==> src/rtl/lcd_cmd_host.sv <==
// Host-side command initiator: walks a command ROM script and issues each code
// to the LCD controller over cmd/cmd_valid, finishing after WRITE completes.
module lcd_cmd_host #(
  parameter int unsigned CMD_DEPTH = 64,
  parameter int unsigned TIMEOUT   = 1024
) (
  input  logic                         clk,
  input  logic                         reset,
  input  logic                         start,
  input  logic [3:0]                   CROM_Q,
  output logic                         CROM_rd,
  output logic [$clog2(CMD_DEPTH)-1:0] CROM_A,
  output logic [3:0]                   cmd,
  output logic                         cmd_valid,
  input  logic                         busy,
  input  logic                         done,
  output logic [6:0]                   issued_cnt,
  output logic                         finish,
  output logic                         error
);

  localparam int unsigned AW = $clog2(CMD_DEPTH);
  localparam int unsigned TW = (TIMEOUT > 2) ? $clog2(TIMEOUT) : 1;
  localparam logic [AW-1:0] LAST_A   = AW'(CMD_DEPTH - 1);
  localparam logic [TW-1:0] TMO_LAST = TW'(TIMEOUT - 1);
  localparam logic [3:0]    CODE_WRITE   = 4'd0;
  localparam logic [3:0]    CODE_ILLEGAL = 4'd12;
  localparam logic [6:0]    CNT_MAX      = 7'd127;

  typedef enum logic [2:0] {
    S_IDLE,
    S_FETCH,
    S_LATCH,
    S_ISSUE,
    S_HOLD,
    S_WAIT_DONE,
    S_FINISH
  } state_t;

  state_t          state, state_nxt;
  logic [AW-1:0]   crom_a_nxt;
  logic [3:0]      cmd_nxt;
  logic [6:0]      issued_nxt;
  logic            error_nxt;
  logic [TW-1:0]   tmo_cnt, tmo_nxt;

  // The strobe must react to busy within the ISSUE cycle itself, so it is a
  // decode of the registered state gated by busy rather than a flop.
  assign cmd_valid = (state == S_ISSUE) && !busy;

  // Next-state and next-register values
  always_comb begin
    state_nxt  = state;
    crom_a_nxt = CROM_A;
    cmd_nxt    = cmd;
    issued_nxt = issued_cnt;
    error_nxt  = error;
    tmo_nxt    = tmo_cnt;
    case (state)
      S_IDLE, S_FINISH: begin
        if (start) begin
          crom_a_nxt = '0;
          issued_nxt = '0;
          error_nxt  = 1'b0;
          state_nxt  = S_FETCH;
        end
      end
      S_FETCH: state_nxt = S_LATCH;
      S_LATCH: begin
        cmd_nxt = CROM_Q;
        if (CROM_Q < CODE_ILLEGAL) begin
          tmo_nxt   = '0;
          state_nxt = S_ISSUE;
        end else begin
          error_nxt = 1'b1;
          if (CROM_A == LAST_A) begin
            state_nxt = S_FINISH;
          end else begin
            crom_a_nxt = CROM_A + AW'(1);
            state_nxt  = S_FETCH;
          end
        end
      end
      S_ISSUE: begin
        // An arriving busy=0 wins over a timeout expiring in the same cycle
        if (!busy) begin
          if (issued_cnt != CNT_MAX) issued_nxt = issued_cnt + 7'd1;
          state_nxt = S_HOLD;
        end else if (tmo_cnt == TMO_LAST) begin
          error_nxt = 1'b1;
          state_nxt = S_FINISH;
        end else begin
          tmo_nxt = tmo_cnt + TW'(1);
        end
      end
      S_HOLD: begin
        if (cmd == CODE_WRITE) begin
          tmo_nxt   = '0;
          state_nxt = S_WAIT_DONE;
        end else if (CROM_A == LAST_A) begin
          error_nxt = 1'b1;
          state_nxt = S_FINISH;
        end else begin
          crom_a_nxt = CROM_A + AW'(1);
          state_nxt  = S_FETCH;
        end
      end
      S_WAIT_DONE: begin
        if (done) begin
          state_nxt = S_FINISH;
        end else if (tmo_cnt == TMO_LAST) begin
          error_nxt = 1'b1;
          state_nxt = S_FINISH;
        end else begin
          tmo_nxt = tmo_cnt + TW'(1);
        end
      end
      default: state_nxt = S_IDLE;
    endcase
  end

  // State and output registers
  always_ff @(posedge clk or negedge reset) begin
    if (!reset) begin
      state      <= S_IDLE;
      CROM_A     <= '0;
      CROM_rd    <= 1'b0;
      cmd        <= '0;
      issued_cnt <= '0;
      error      <= 1'b0;
      finish     <= 1'b0;
      tmo_cnt    <= '0;
    end else begin
      state      <= state_nxt;
      CROM_A     <= crom_a_nxt;
      CROM_rd    <= (state_nxt == S_FETCH);
      cmd        <= cmd_nxt;
      issued_cnt <= issued_nxt;
      error      <= error_nxt;
      finish     <= (state_nxt == S_FINISH);
      tmo_cnt    <= tmo_nxt;
    end
  end

endmodule

==> config.mk <==
export PLATFORM = sky130hd
export DESIGN_NAME = lcd_cmd_host
export DESIGN_NICKNAME = d
export VERILOG_FILES = /design/src/rtl/lcd_cmd_host.sv
export SDC_FILE = /design/constraint.sdc
export NUM_CORES = 1
export LEC_CHECK = 0
export CAP_MARGIN = 15
export CORE_MARGIN = 5
export CORE_UTILIZATION = 35
export DETAILED_ROUTE_END_ITERATION = 10
export DONT_BUFFER_PORTS = 1
export GPL_TIMING_DRIVEN = 0
export SYNTH_ARGS = -nofsm -noshare
export SYNTH_HDL_FRONTEND = slang
export SYNTH_SLANG_ARGS = --single-unit
==> constraint.sdc <==
create_clock -name clk -period 2.2 [get_ports clk]
set_clock_uncertainty 0.15 [all_clocks]
set_input_delay 0.33 -clock clk [delete_from_list [all_inputs] [get_ports clk]]
set_output_delay 0.33 -clock clk [all_outputs]
set_load 0.02 [all_outputs]
Yosys cells after proc, flatten, opt, wreduce, memory -nomap -nowiden
Index checks and enable logic that the tools add are counted.
{ "word_totals": {"word_cells": 77, "inputBits": 9, "output_inout_bits": 21, "register_bits": 33} }
{ "classes": {"order_cmp": 1, "muxes": 31, "n_reduce_logical": 13, "addsub": 3, "eq_ne": 21} }
{ "op_table": {"columns": ["op", "n"], "rows": [
  ["$mux W10", 5],
  ["$pmux W10 S4", 1],
  ["$mux W6", 4],
  ["$mux W3", 7],
  ["$mux W7", 3],
  ["$ne A2 B2 Y1 const B", 9],
  ["$pmux W3 S6", 1],
  ["$pmux W6 S3", 1],
  ["$pmux W7 S2", 1],
  ["$eq A3 B3 Y1 const B", 4],
  ["$add A10 B1 Y10 const B", 1],
  ["$eq A10 B10 Y1 const B", 1],
  ["$reduce_and A4 Y1", 2],
  ["$add A7 B1 Y7 const B", 1],
  ["$mux W1", 7],
  ["$ne A7 B7 Y1 const B", 1],
  ["$reduce_and A7 Y1", 1],
  ["$add A6 B1 Y6 const B", 1],
  ["$eq A3 B1 Y1 const B", 2],
  ["$eq A3 B2 Y1 const B", 2],
  ["$eq A6 B6 Y1 const B", 1],
  ["$pmux W1 S5", 1],
  ["$reduce_and A5 Y1", 1],
  ["$reduce_bool A5 Y1", 1],
  ["other kinds (10)", 10]
]} }

Depth between registers and ports, before layout
Gate-level depths: netlist of the first run.
{ "depth": {"word_depth": 5, "depth_mapped": 8, "depth_no_buf": 7} }

Worst setup path before layout of the first run
OpenSTA, ideal clock, no wires.
{ "synth_path": {"path_type": "flip-flop to flip-flop", "start": "register cmd[1]", "end": "register CROM_A[4]", "path_buffers": 1, "synth_period_minus_slack_ps": 2451, "arrival_time_ps": 2181, "setup_ps": 120, "setup_slack_ps": -251, "t_required_ps": 1930, "stages_incl_launch_ff": 8, "cell_sequence": "dfrtp_1 -> or4_4 -> a21oi_2 -> o22ai_1 -> a311o_1 -> buf_6 -> o311a_1 -> a31o_1"} }
{ "synth_between": {"elab_chain_len": 3} }
{ "synth_lines": {"columns": ["element", "line_no", "rtl"], "rows": [
  ["from (decl)", "13", "output logic [3:0] cmd,"],
  ["from (signal assigned)", "137", "cmd <= cmd_nxt;"],
  ["$logic_not A4 Y1", "97", "if (cmd == CODE_WRITE) begin"],
  ["$ne A2 B2 Y1 (no source line)", null, null],
  ["$reduce_and A4 Y1 (no source line)", null, null],
  ["to (signal assigned)", "135", "CROM_A <= crom_a_nxt;"],
  ["to (decl)", "12", "output logic [$clog2(CMD_DEPTH)-1:0] CROM_A,"]
]} }
No other way between the ends.
A chain may end at the register's enable or synchronous reset.

Final worst setup path of the first run
Ends and elaborated chain as after synthesis.

==> out/qor.yml, run 1 <==
status: "finished with violations"
violations: "negative setup slack"
finalSetupTns_ps: -1470
fin_crit_sh_pct: 110
synth_edf_count: 0
worst_pin_slew_ps: 546
antenna_found_initial: 0
gp_congestion: 0.759
core_area_sq_um: 5470
powerDensity_nw_per_um2: 1400
cts_max_level: 2
slew_viol_final: 0
crit_slowest_cell: "or4_4"
cts_tree: "yes"
synth_top_family_by_area: "simple AND/OR/NAND/NOR gates"
fp-row-count: 27
end_kind: "register"
crit_arrival_ps: 2450
ys_seq_area_share_pct: 42.1
grtUsageTotal_pct: 13.7
synth-simple-area-share_pct: 27.0
startpoint_type: "register"
relSlewSlack_pct: 63.4
netlist_instances: 209
io_pins: 30
drt-vias-per-instance: 5.29
final_layout_size_suffix_gt1_share_pct: 27.0
dpl_cell_area_sq_um: 2060
synth_top_cell_by_area: "dfrtp_1"
post_drt_wl_per_cell_um: 15.1
drtIter0Drc: 101
timing.fmax_mhz: 413
drcViolationCount: 0
cts_sinks: 33
cts_buffers: 5
grt_pass1_wl_mm: 7.97
hpwl_mm: 3.16
antenna_left: 0
critical_path_required_ps: 2230
syn_area_sq_um: 1960
synth_xor_area_share_pct: 5.36
yosys-top-cells-area: "dfrtp_1 42%, nand2_1 6.1%, buf_6 4.0%"
r2r_cells: 7
cts-root-buf: "clkbuf_8"
maxCapViolCount: 0
drt-total-wl_mm: 4.67
synth_top_area_share_pct: 42.1
n_antenna_cell: 0
overflow: 0
synth.distinct_cells: 54
cts_max_path_buffers: 2
dr.pass1.iters: 4
path_class: "reg -> reg"
worstPathCellList: "or4_4, a21oi_2, o22ai_1, a311o_1, buf_6, o311a_1, a31o_1"
avgSynthCellArea_sq_um: 9.39
worstHoldPathType: "in -> reg"
period_needed_ps: 2420
worst_skew_pair.late_latency_ps: 280
area_growth_pct: 27.2
die_h_um: 84.9
ys_async_sr_fraction_pct: 100
vdd_drop_max_v: 0.000749
hold_depth: 3
synthAdderAreaFrac_pct: 1.91
finalSetupViolations: 11
p_leak_nw: 1.07
yosys_warnings: 0
synth_fp_nets: 221
rsz0062_at_grt: "yes"
start_util_pct: 35.8
ys.flop_type: "dfrtp_1"
die_w_um: 84.9
cp_max_fo: 8
synthMuxAreaShare_pct: 1.59
synth-compound-area-share_pct: 16.8
timing.final.ws_setup_ps: -223
die_area_sq_um: 7200
synth-seq-cells: 33
max_stage_delay_ps: 560
grt_pass1_vias: 1628
hold_violations: 0
fin_nets: 248
grt_max_degree: 34
cts.clk_slew.worst_paths_ps: 70
vias: 1635
io_buffer_count: 0
postLayoutCellArea_sq_um: 2500
cell usage after synthesis (2+ instances only):
cell type,number
a22o_1,2
nand3_1,9
mux2i_1,2
nor2b_1,2
xor2_1,8
and3b_1,2
inv_1,4
o22ai_1,2
xnor2_1,4
nor4_1,3
buf_6,7
nor3b_1,4
nor3_1,4
o211ai_1,2
clkbuf_1,2
and3_1,4
and2b_2,3
o31ai_1,3
o211a_1,2
a21oi_1,4
nand2_1,32
dfrtp_1,33
nor2_1,20
o21ai_0,14
ha_1,3
nand2b_1,4
nand4_1,3
cell usage in the layout (no fill, tap or decap), types with 5 or more instances in the layout:
cell type      instances
nand3_1                6
dlygate4sd3_1          5
o21ai_0               10
nand2_1               32
xor2_1                 8
nor2_1                19
dfrtp_1               29
clkbuf_8               6
buf_6                 10
buf_4                 12
registers in the layout, indices dropped and copies added, names as in the netlist:
register / count
CROM_A: 6
CROM_rd: 1
cmd: 4
error: 1
finish: 1
issued_cnt: 7
state: 3
tmo_cnt: 10
per-stage QoR:
| step | util (%) | setup slack, ps | total power [mW] | cells | hold WS, ps |
|---|---|---|---|---|---|
| after CTS | 44.4 | -219 | 3.43 | 307 | 318 |
| final | 45.6 | -223 | 3.50 | 309 | 321 |
| after floorplan | - | -149 | 2.07 | 209 | -116 |
| after global placement | 37.6 | -324 | 2.35 | 281 | -115 |
| after global routing | 45.6 | -289 | 3.77 | 309 | 351 |
| after detailed placement | 37.6 | -346 | 2.36 | 281 | -115 |
logic make-up after synthesis:
family / after synthesis
muxes: 3
and+or+nand+nor: 100
AOI/OAI and AO/OA: 45
buffers and inverters: 13
adders and majority gates: 3
DFF: 33
xor gates and xnor gates: 12
cell type report:
type                            instances  area (sq um)
Buffer                                  8          82.6
Clock buffer                            7          86.3
Clock inverter                          1          30.0
Fill cell                             534          2980
Inverter                                4          15.0
Multi-Input combinational cell        163          1170
Sequential cell                        33           831
Tap cell                               72          90.1
Timing Repair Buffer                   21           194
per-layer routing:
metal	vias to the layer above	track usage, %	part of all wire (%)
met5	-	0	0
met4	0	5.04	1.4
met3	6	4.66	5.9
met2	33	20.6	48
met1	784	18.1	45
li1	812	-	-
what timing repair did:
item | 4_1_cts | 5_1_grt
hold buffers | 6 | 0
setup buffers | 13 | 3
endpoints found under the setup margin | 21 | 20
resized for setup | 21 | 12
hold endpoints to repair | 37 | 0
pin swaps | 11 | 6
power breakdown:
part / switching, mW / internal, mW
Clock: 0.216 / 0.369
Sequential: 0.221 / 0.746
Combinational: 1.04 / 0.903
Total: 1.48 / 2.02
worst max-delay path, delay by kind of cell (launching register included):
kind | cells | cell delay (ps)
and+or+nand+nor | 1 | 560
DFF | 1 | 470
buffers and inverters | 1 | 150
AOI/OAI and AO/OA | 5 | 1000
final timing paths:
path	start	to	slack (ps)
max in group asynchronous	reset	cmd[0]$_DFFE_PN0P_	1370
worst max-delay path	cmd[1]$_DFFE_PN0P_	CROM_A[4]$_DFFE_PN0P_	-220
worst min-delay path	start	error$_DFFE_PN0P_	320
worst max register to register	cmd[1]$_DFFE_PN0P_	CROM_A[4]$_DFFE_PN0P_	-220
min in group asynchronous	reset	CROM_A[2]$_DFFE_PN0P_	340
worst min register to register	tmo_cnt[1]$_DFFE_PN0P_	tmo_cnt[1]$_DFFE_PN0P_	370
Power figures use the tool's default switching activity.
==> inputs of run 2 (changes only) <==
- PLACE_DENSITY: unset -> 0.54
==> run 2 against run 1 <==
- the flow still finishes with violations (negative setup slack)
- clock power increased by 2%
- sequential share of layout area increased by 0.37 points
- hold slack better by 6.0 ps
- non-clock buffer count is 3 lower
- first-iteration DRC count is 2.0% lower
- largest cell class unchanged
- cell count is 0.97% lower
- combinational power about the same
- clock-buffer cell count unchanged
- fmax is 2.0% lower
==> out/qor.yml, run 2 (same netlist as run 1, synthesis figures left out) <==
status: "finished with violations"
violations: "negative setup slack"
cts_buffers: 5
place_ws_ps: -369
crit_arrival_ps: 2490
hpwl_mm: 3.27
drt-total-wl_mm: 4.85
relSlewSlack_pct: 63.9
cp_max_fo: 6
cp_num_buf_inv: 3
hold_ws_ps: 327
cts_tree: "yes"
max_stage_delay_ps: 570
p_leak_nw: 1.03
dr.pass1.iters: 4
finalCoreUtilization_pct: 45.1
area_growth_pct: 25.8
core_area_sq_um: 5470
grtUsageTotal_pct: 14.0
io_pins: 30
io_buffer_count: 0
antenna_found_initial: 0
cts_max_path_buffers: 2
total_power_mw: 3.49
rsz0062_at_grt: "yes"
grt_max_degree: 34
layout_common_cells: "32 x nand2_1, 29 x dfrtp_1, 19 x nor2_1, 10 x buf_6"
maxCapViolCount: 0
die_area_sq_um: 7200
antenna_left: 0
reg_top3: "tmo_cnt (10), issued_cnt (7), CROM_A (6)"
timing.final.ws_setup_ps: -273
grt_pass1_wl_mm: 7.86
drt-vias-per-instance: 5.27
end_kind: "register"
slew_viol_final: 0
period_needed_ps: 2470
cts-root-buf: "clkbuf_8"
cts_sinks: 33
grt_pass1_vias: 1514
die_h_um: 84.9
finalSetupViolations: 12
powerDensity_nw_per_um2: 1410
drcViolationCount: 0
cts_max_level: 2
die_w_um: 84.9
path_class: "reg -> reg"
critical_path_required_ps: 2220
final_layout_size_suffix_gt1_share_pct: 24.8
path_common_cell: "buf_6"
worst_skew_pair.late_latency_ps: 290
gp_congestion: 0.776
post_drt_wl_per_cell_um: 15.8
drtIter0Drc: 99
fin_nets: 245
hold_violations: 0
cts.clk_slew.worst_paths_ps: 70
timing.fmax_mhz: 404
vias: 1613
start_util_pct: 35.8
n_antenna_cell: 0
startpoint_type: "register"
crit_family: "compound AO/OA/AOI/OAI gates"
vdd_drop_max_v: 0.000737
largest_reg_flops: 10
fin_crit_sh_pct: 112
crit_slowest_cell: "or4_4"
worstHoldPathType: "in -> async"
final_common_cell: "nand2_1"
worstPathCellList: "or4_4, a21oi_2, o22ai_1, a311o_1, buf_6, buf_6, buf_6, o21ai_4, o31ai_4"
finalSetupTns_ps: -1820
fp-row-count: 27
worst_pin_slew_ps: 537
regMostFlops: "tmo_cnt"
overflow: 0
run 2: final cells by class:
type	instances	area (sq um)
Fill cell	559	3000
Clock inverter	1	30.0
Timing Repair Buffer	18	171
Inverter	4	15.0
Buffer	8	82.6
Tap cell	72	90.1
Multi-Input combinational cell	163	1160
Sequential cell	33	831
Clock buffer	7	86.3
run 2: path summary, 6_finish.rpt:
| check | start | to | slack [ps] | cells after the start |
|---|---|---|---|---|
| min in group clk | start | error$_DFFE_PN0P_ | 330 | 3 |
| worst max-delay path | cmd[0]$_DFFE_PN0P_ | CROM_A[1]$_DFFE_PN0P_ | -270 | 9 |
| worst max register to register | cmd[0]$_DFFE_PN0P_ | CROM_A[1]$_DFFE_PN0P_ | -270 | 9 |
| worst min register to register | tmo_cnt[0]$_DFFE_PN0P_ | tmo_cnt[0]$_DFFE_PN0P_ | 380 | 1 |
| worst min-delay path | reset | CROM_A[4]$_DFFE_PN0P_ | 330 | 2 |
| max in group asynchronous | reset | cmd[0]$_DFFE_PN0P_ | 1370 | 2 |
run 2: per-stage QoR:
stage	cell area, sq um	cells
2_1_floorplan	1970	209
3_3_place_gp	2060	281
3_5_place_dp	2060	281
4_1_cts	2340	302
5_1_grt	2470	306
6_report	2470	306
run 2: worst register-to-register path, stage by stage, from the launching register on:
cell	delay [ps]
dfrtp_2	470
or4_4	570
a21oi_2	140
o22ai_1	80
a311o_1	300
buf_6	150
buf_6	130
buf_6	120
o21ai_4	160
o31ai_4	90
run 2: per-layer routing:
layer / vias to the layer above / share of wire (%) / track usage (%)
met2: 36 / 47 / 20.9
li1: 806 / - / -
met4: 0 / 1.9 / 6.47
met5: - / 0 / 0
met1: 765 / 45 / 19.0
met3: 6 / 5.8 / 3.59
run 2: timing repair:
item                                    4_1_cts  5_1_grt
endpoints found under the setup margin       21       21
endpoints found under the hold margin        37        0
gates cloned                                  0        0
pin swaps                                    10        4
hold buffers                                  6        0
gates resized for setup                      12       20
setup buffers                                 8        4
run 2: power breakdown:
group | internal, mW | leakage [nW] | switching, mW
Combinational | 0.880 | 0.535 | 1.04
Clock | 0.369 | 0.0585 | 0.228
Sequential | 0.746 | 0.438 | 0.230
